$ cat src/rtl/iaoq_ctrl_pkg.sv
// Shared definitions for the instruction address offset queue controller:
// FSM state encoding, default geometry and the link-address offset.
package iaoq_ctrl_pkg;

    // Sequential flow vs. "a redirect was just applied, delay slot in front".
    typedef enum logic {
        SEQ   = 1'b0,
        DSLOT = 1'b1
    } iaoq_state_e;

    localparam int DEF_ADDR_W = 8;
    localparam int DEF_STEP   = 4;

    // Return address skips the branch and its delay slot.
    localparam int LINK_OFS   = 8;

endpackage : iaoq_ctrl_pkg

$ cat src/rtl/iaoq_ctrl.sv
// Two-entry instruction address offset queue (front/back) with a one-deep
// pending-redirect buffer for branches that resolve during a stall, and a
// two-state FSM that blocks a second redirect while a delay slot is in front.
module iaoq_ctrl
    import iaoq_ctrl_pkg::*;
#(
    parameter int ADDR_W      = DEF_ADDR_W,
    parameter int STEP        = DEF_STEP,
    parameter int RESET_FRONT = 0
) (
    input  logic              clk,
    input  logic              reset_n,
    input  logic              LE,
    input  logic              TAKEN,
    input  logic [ADDR_W-1:0] TA,
    input  logic              NULLIFY_REQ,
    output logic [ADDR_W-1:0] IAOQ_FRONT,
    output logic [ADDR_W-1:0] IAOQ_BACK,
    output logic              NULL_FRONT,
    output logic [ADDR_W-1:0] LINK_ADDR,
    output logic              IN_DSLOT,
    output logic              REDIR_DROP
);

    localparam logic [ADDR_W-1:0] STEP_V  = ADDR_W'(STEP);
    localparam logic [ADDR_W-1:0] RESET_V = ADDR_W'(RESET_FRONT);
    localparam logic [ADDR_W-1:0] LINK_V  = ADDR_W'(LINK_OFS);

    iaoq_state_e       r_state;
    iaoq_state_e       w_state_nxt;

    logic [ADDR_W-1:0] r_front;
    logic [ADDR_W-1:0] r_back;
    logic              r_null;
    logic              r_pend_valid;
    logic [ADDR_W-1:0] r_pend_ta;
    logic              r_redir_drop;

    logic [ADDR_W-1:0] w_front_nxt;
    logic [ADDR_W-1:0] w_back_nxt;
    logic              w_null_nxt;
    logic              w_pend_valid_nxt;
    logic [ADDR_W-1:0] w_pend_ta_nxt;
    logic              w_redir_drop_nxt;
    logic              w_redirect;
    logic [ADDR_W-1:0] w_target;

    // State register for the SEQ/DSLOT FSM.
    // NOTE: sequential state uses non-blocking assignments so every register
    // samples the pre-edge values regardless of statement order.
    always_ff @(posedge clk or negedge reset_n) begin
        if (!reset_n) begin
            r_state <= SEQ;
        end else begin
            r_state <= w_state_nxt;
        end
    end

    // Next-state, redirect selection and buffer update; priority on advance is
    // live TAKEN, then the pending buffer, then the sequential address.
    // NOTE: every signal gets a default first, so no path leaves one
    // unassigned and no latch is inferred.
    always_comb begin
        w_state_nxt      = r_state;
        w_front_nxt      = r_front;
        w_back_nxt       = r_back;
        w_null_nxt       = r_null;
        w_pend_valid_nxt = r_pend_valid;
        w_pend_ta_nxt    = r_pend_ta;
        w_redirect       = 1'b0;
        w_target         = r_back + STEP_V;
        // A branch resolving while the delay slot is in front is dropped,
        // stalled or not; the pulse is registered to keep outputs off inputs.
        w_redir_drop_nxt = (r_state == DSLOT) && TAKEN;

        unique case (r_state)
            SEQ: begin
                if (LE) begin
                    if (TAKEN) begin
                        w_redirect = 1'b1;
                        w_target   = TA;
                    end else if (r_pend_valid) begin
                        w_redirect = 1'b1;
                        w_target   = r_pend_ta;
                    end
                end else if (TAKEN) begin
                    // Latest stalled branch wins.
                    w_pend_valid_nxt = 1'b1;
                    w_pend_ta_nxt    = TA;
                end
            end
            DSLOT: begin
                // Redirects are never taken or buffered here.
            end
        endcase

        if (LE) begin
            w_front_nxt      = r_back;
            w_back_nxt       = w_target;
            w_null_nxt       = NULLIFY_REQ;
            w_pend_valid_nxt = 1'b0;
            w_state_nxt      = ((r_state == SEQ) && w_redirect) ? DSLOT : SEQ;
        end
    end

    // Queue, nullify flag, pending buffer and drop pulse registers.
    // NOTE: the pending target is reset alongside its valid flag so a stale
    // address can never be observed after reset.
    always_ff @(posedge clk or negedge reset_n) begin
        if (!reset_n) begin
            r_front      <= RESET_V;
            r_back       <= RESET_V + STEP_V;
            r_null       <= 1'b0;
            r_pend_valid <= 1'b0;
            r_pend_ta    <= '0;
            r_redir_drop <= 1'b0;
        end else begin
            r_front      <= w_front_nxt;
            r_back       <= w_back_nxt;
            r_null       <= w_null_nxt;
            r_pend_valid <= w_pend_valid_nxt;
            r_pend_ta    <= w_pend_ta_nxt;
            r_redir_drop <= w_redir_drop_nxt;
        end
    end

    assign IAOQ_FRONT = r_front;
    assign IAOQ_BACK  = r_back;
    assign NULL_FRONT = r_null;
    assign LINK_ADDR  = r_front + LINK_V;
    assign IN_DSLOT   = (r_state == DSLOT);
    assign REDIR_DROP = r_redir_drop;

endmodule : iaoq_ctrl
$ cat config.mk
export PLATFORM = sky130hd
export DESIGN_NAME = iaoq_ctrl
export DESIGN_NICKNAME = d
export VERILOG_FILES = /design/src/rtl/iaoq_ctrl_pkg.sv /design/src/rtl/iaoq_ctrl.sv
export SDC_FILE = /design/constraint.sdc
export NUM_CORES = 1
export LEC_CHECK = 0
export ABC_AREA = 1
export CELL_PAD_IN_SITES_DETAIL_PLACEMENT = 0
export CELL_PAD_IN_SITES_GLOBAL_PLACEMENT = 2
export CORE_AREA = 4 4 89 70
export DETAILED_ROUTE_END_ITERATION = 7
export DIE_AREA = 0 0 93 74
export GPL_ROUTABILITY_DRIVEN = 0
export PLACE_DENSITY = 0.88
export SETUP_SLACK_MARGIN = 0.5
export SLEW_MARGIN = 15
export SYNTH_ARGS = -nofsm -noshare
export SYNTH_HDL_FRONTEND = slang
export SYNTH_SLANG_ARGS = --single-unit
$ cat constraint.sdc
create_clock -name clk -period 2 [get_ports clk]
set_clock_uncertainty 0.2 [all_clocks]
set_input_delay 0.4 -clock clk [delete_from_list [all_inputs] [get_ports clk]]
set_output_delay 0.4 -clock clk [all_outputs]
set_load 0.01 [all_outputs]
* Word level (Yosys, flattened, before mapping)
Cells that the tools add are included.
W data, S select, Z words.
** Cells by class
- $add $sub $neg :: 2
- Eq/ne operators :: 1
- Multiplexer cells :: 11
- Bitwise logic cells :: 2
- Reduce and logical (&&, ||, !) cells :: 5
** Operators by type and width (count)
- $mux W8 :: 3
- $add A8 B3 Y8 const B :: 1
- $add A8 B4 Y8 const B :: 1
- $mux W1 :: 8
- $reduce_and A3 Y1 :: 1
- $logic_and A1 B1 Y1 :: 2
- $ne A2 B2 Y1 const B :: 1
- $not A1 Y1 :: 2
- $reduce_and A2 Y1 :: 1
- $reduce_bool A2 Y1 :: 1
** Storage, ports and cells
- Register bits :: 28
- Bits of input ports :: 13
- Output and inout bits :: 27
- Logic and storage cells :: 28

* Logic depth before layout (Yosys ltp)
Gate-level depths: netlist of run 1.
- Word-level depth :: 6
- Gate-level depth with buffers :: 7
- Gate-level depth less buffers :: 6

* Worst setup path before layout of run 1
Ideal clock, no wire load.
- Path kind :: flip-flop to output port
- From :: register r_front[3] (netlist: IAOQ_FRONT[3])
- To :: output LINK_ADDR[7]
- Arrival time :: 0.962 ns
- Data required time :: 1.400 ns
- Path slack :: 0.438 ns
- Cell stages (with the launch flop) :: 4
- Path buffers :: 0
- Path through :: dfrtp_1 > ha_1 > nand3_1 > xor2_1
** On the way
- Word-level cells in the longest chain between the ends :: 1
** RTL lines
- from (decl) :: RTL line iaoq_ctrl.sv:32 : logic [ADDR_W-1:0] r_front;
- from (signal assigned) :: RTL line iaoq_ctrl.sv:118 : r_front <= w_front_nxt;
- $add A8 B4 Y8 :: RTL line iaoq_ctrl.sv:130 : assign LINK_ADDR = r_front + LINK_V;
- to (decl) :: RTL line iaoq_ctrl.sv:20 : output logic [ADDR_W-1:0] LINK_ADDR,
Every way passes these cells.

* Worst setup path in the final report of run 1
Ends and elaborated chain as after synthesis.

==> results.cfg, run 1 <==
[outcome]
status = finished, final reports clean

[place]
dp_hpwl_mm = 2.44
port_buffers = 39
dpl_worst_slack_ps = 70.6

[cts]
clock_path_buffers = 2
cts_buffers = 3
postCtsHoldBufs = 0
cts.sinks = 28
cts_tree = built
clkTransAtPathRegs_ps = 100
htree_num_levels = 1
clock_latency_ps = 280
clockRootBuffer = clkbuf_8

[global_routing]
grt_pass1_wl_mm = 6.07
antenna_found_initial = 0
grt_usage_pct = 11.0
grt_use_met2_pct = 18.1
overflow = 0
grt_pass1_vias = 1266
grt-busiest-layer = met2
use_met1_pct = 14.7
use_met3_pct = 3.03
grt_max_degree = 29

[detailed_routing]
vias_per_cell = 4.14
dr_total_vias = 1270
wl_mm = 3.65
drc = 0
drtIter0Drc = 59
dr.pass1.iters = 4
wire_per_inst_um = 11.9
ant_nets = 0

[critical_path]
crit_type = reg2out
cp-startpoint = IAOQ_FRONT[3]$_DFFE_PN0P_
cp.arrival_ps = 1230
cp-start-kind = register
endpoint_kind = output pin
cp.required_ps = 1400
crit_path_max_fanout = 2
r2r-start = IAOQ_BACK[2]$_DFFE_PN1P_

[yosys]
synth-async-reset-ratio_pct = 100
ys.flop_type = dfrtp_1
synth.yosys.seq_area_share_pct = 50.1
ys_warn_count = 0
synth.distinct_cells = 22
synth-edff-count = 0
synthesis.nets = 183
synth_seq_cells = 28
syn_avg_cell_area_um2 = 8.33
syn-cell-area_um2 = 1400
synth_cells = 168

[timing]
worstMarginPinSlew_ps = 375
fin_crit_ps = 1830
max_freq_mhz = 545
finalSetupViolCount = 0
slew_violations = 0
rsz0062_at_grt = true
finalSetupTns_ps = 0
slew_headroom_pct = 75.0
hold_viol_final = 0
period_share_pct = 91.7
setup_ws_ps = 167

[final_layout]
drive_gt1_share_pct = 37.5
final_core_utilization_pct = 40.8
nets = 248
fillers = 561
area_growth_pct = 54.4
num_antenna_cells = 0

[die]
die_y_um = 74
ios = 40
start_util_pct = 26.4
die_w_um = 93
rows = 23
die_area_um2 = 6880
core_region_area_um2 = 5300

[pwr]
vdd_drop_max_mv = 0.272
power_density_nw_per_um2 = 994
p_leak_nw = 1.07

[min_path]
hold_class = reg2reg
hp-start = r_pend_ta[4]$_DFFE_PN0P_

[flow_run]
max_cap_viol_count = 0
-- cell usage after synthesis, types with 2 or more instances --
cell type	n	area, µm²
nand2_1	42	158
buf_2	3	15.0
o21ai_0	15	75.1
inv_1	19	71.3
o21bai_1	2	15.0
nor2_1	13	48.8
dfrtp_1	27	676
o21ai_1	2	10.0
o21ai_2	7	61.3
nand3_1	15	75.1
buf_4	3	22.5
inv_2	3	11.3
a21oi_1	3	15.0
ha_1	2	25.0
xor2_1	5	43.8
-- timing repair --
| action | in CTS | in global routing |
|---|---|---|
| endpoints found under the setup margin | 41 | 24 |
| pin swaps | 9 | 8 |
| gates resized for setup | 127 | 19 |
| setup buffers | 17 | 4 |
-- kinds of logic after synthesis --
group / share of synthesized area (%)
flip-flops: 50.1
AND/OR/NAND/NOR: 22.5
AO/OA/AOI/OAI: 13.0
XOR/XNOR: 3.13
adder cells (fa/ha/maj): 1.79
buffers and inverters: 9.38
-- worst max-delay path: stages, from the launching register on --
cell and delay (ps):
dfrtp_1 430, ha_4 190, nand3_4 70, xor2_2 120, buf_2 130
-- report_power, final --
group	total (mW)	internal, mW	leakage (nW)	switching, mW
logic	0.918	0.466	0.695	0.452
clock network	0.460	0.268	0.0357	0.191
registers	0.771	0.692	0.342	0.0795
-- layer usage --
metal  vias up  wire [µm]
met5         -          0
met4         0         29
met3         4        234
met2        37       1590
met1       567       1800
li1        662          -
-- flip-flops by register name, summed over array words and instances, names as in the netlist --
signal,flops
IAOQ_BACK,8
NULL_FRONT,1
IAOQ_FRONT,8
r_pend_ta,8
REDIR_DROP,1
r_pend_valid,1
IN_DSLOT,1
-- final cells by class --
type	instances	area, µm²	area share, %
flip-flops and latches	28	704	32.6
multi-input cells	111	652	30.2
repair buffers	67	551	25.5
well taps	75	93.8	4.34
inverters	22	90.1	4.17
clock buffers	3	41.3	1.91
clock inverters	1	30.0	1.39
-- path summary, 6_finish.rpt --
check                           cells past startpoint                        to  slack [ps]
worst min register to register                      2  r_pend_ta[4]$_DFFE_PN0P_         280
min in group asynchronous                           2    NULL_FRONT$_DFFE_PN0P_         290
max in group asynchronous                           2  IAOQ_BACK[2]$_DFFE_PN1P_        1000
worst max register to register                      6  IAOQ_BACK[6]$_DFFE_PN0P_         510
worst max-delay path                                4              LINK_ADDR[7]         170
worst min-delay path                                2  r_pend_ta[4]$_DFFE_PN0P_         280
-- cells in the final DEF (no fill, tap or decap), types with 4 or more instances in the layout --
master,count
buf_6,15
inv_1,16
buf_4,19
nand2_1,42
buf_2,19
nand3_1,11
nor2_1,13
o21ai_0,12
xor2_1,4
o21ai_1,5
nand3_2,4
dfrtp_1,25
o21ai_2,6
clkdlybuf4s50_1,11
-- stage by stage --
stage	hold slack (ps)	total power [mW]	std cells	cell area, µm²
after CTS	285	2.10	303	2100
after global routing	297	2.31	307	2160
after global placement	255	1.54	282	1920
final	282	2.15	307	2160
after detailed placement	260	1.55	282	1920
after floorplan	-95.6	1.16	168	1420
Note: power is estimated with default switching activity, not from simulation.
==> inputs of run 2 (changes only) <==
--- a/config.mk
+++ b/config.mk
@@ -11,7 +11,6 @@
 export CORE_AREA = 4 4 89 70
 export DETAILED_ROUTE_END_ITERATION = 7
 export DIE_AREA = 0 0 93 74
-export GPL_ROUTABILITY_DRIVEN = 0
 export PLACE_DENSITY = 0.88
 export SETUP_SLACK_MARGIN = 0.5
 export SLEW_MARGIN = 15
==> results of run 2 <==
No change in the layout: final DEF, timing and power equal those of run 1.
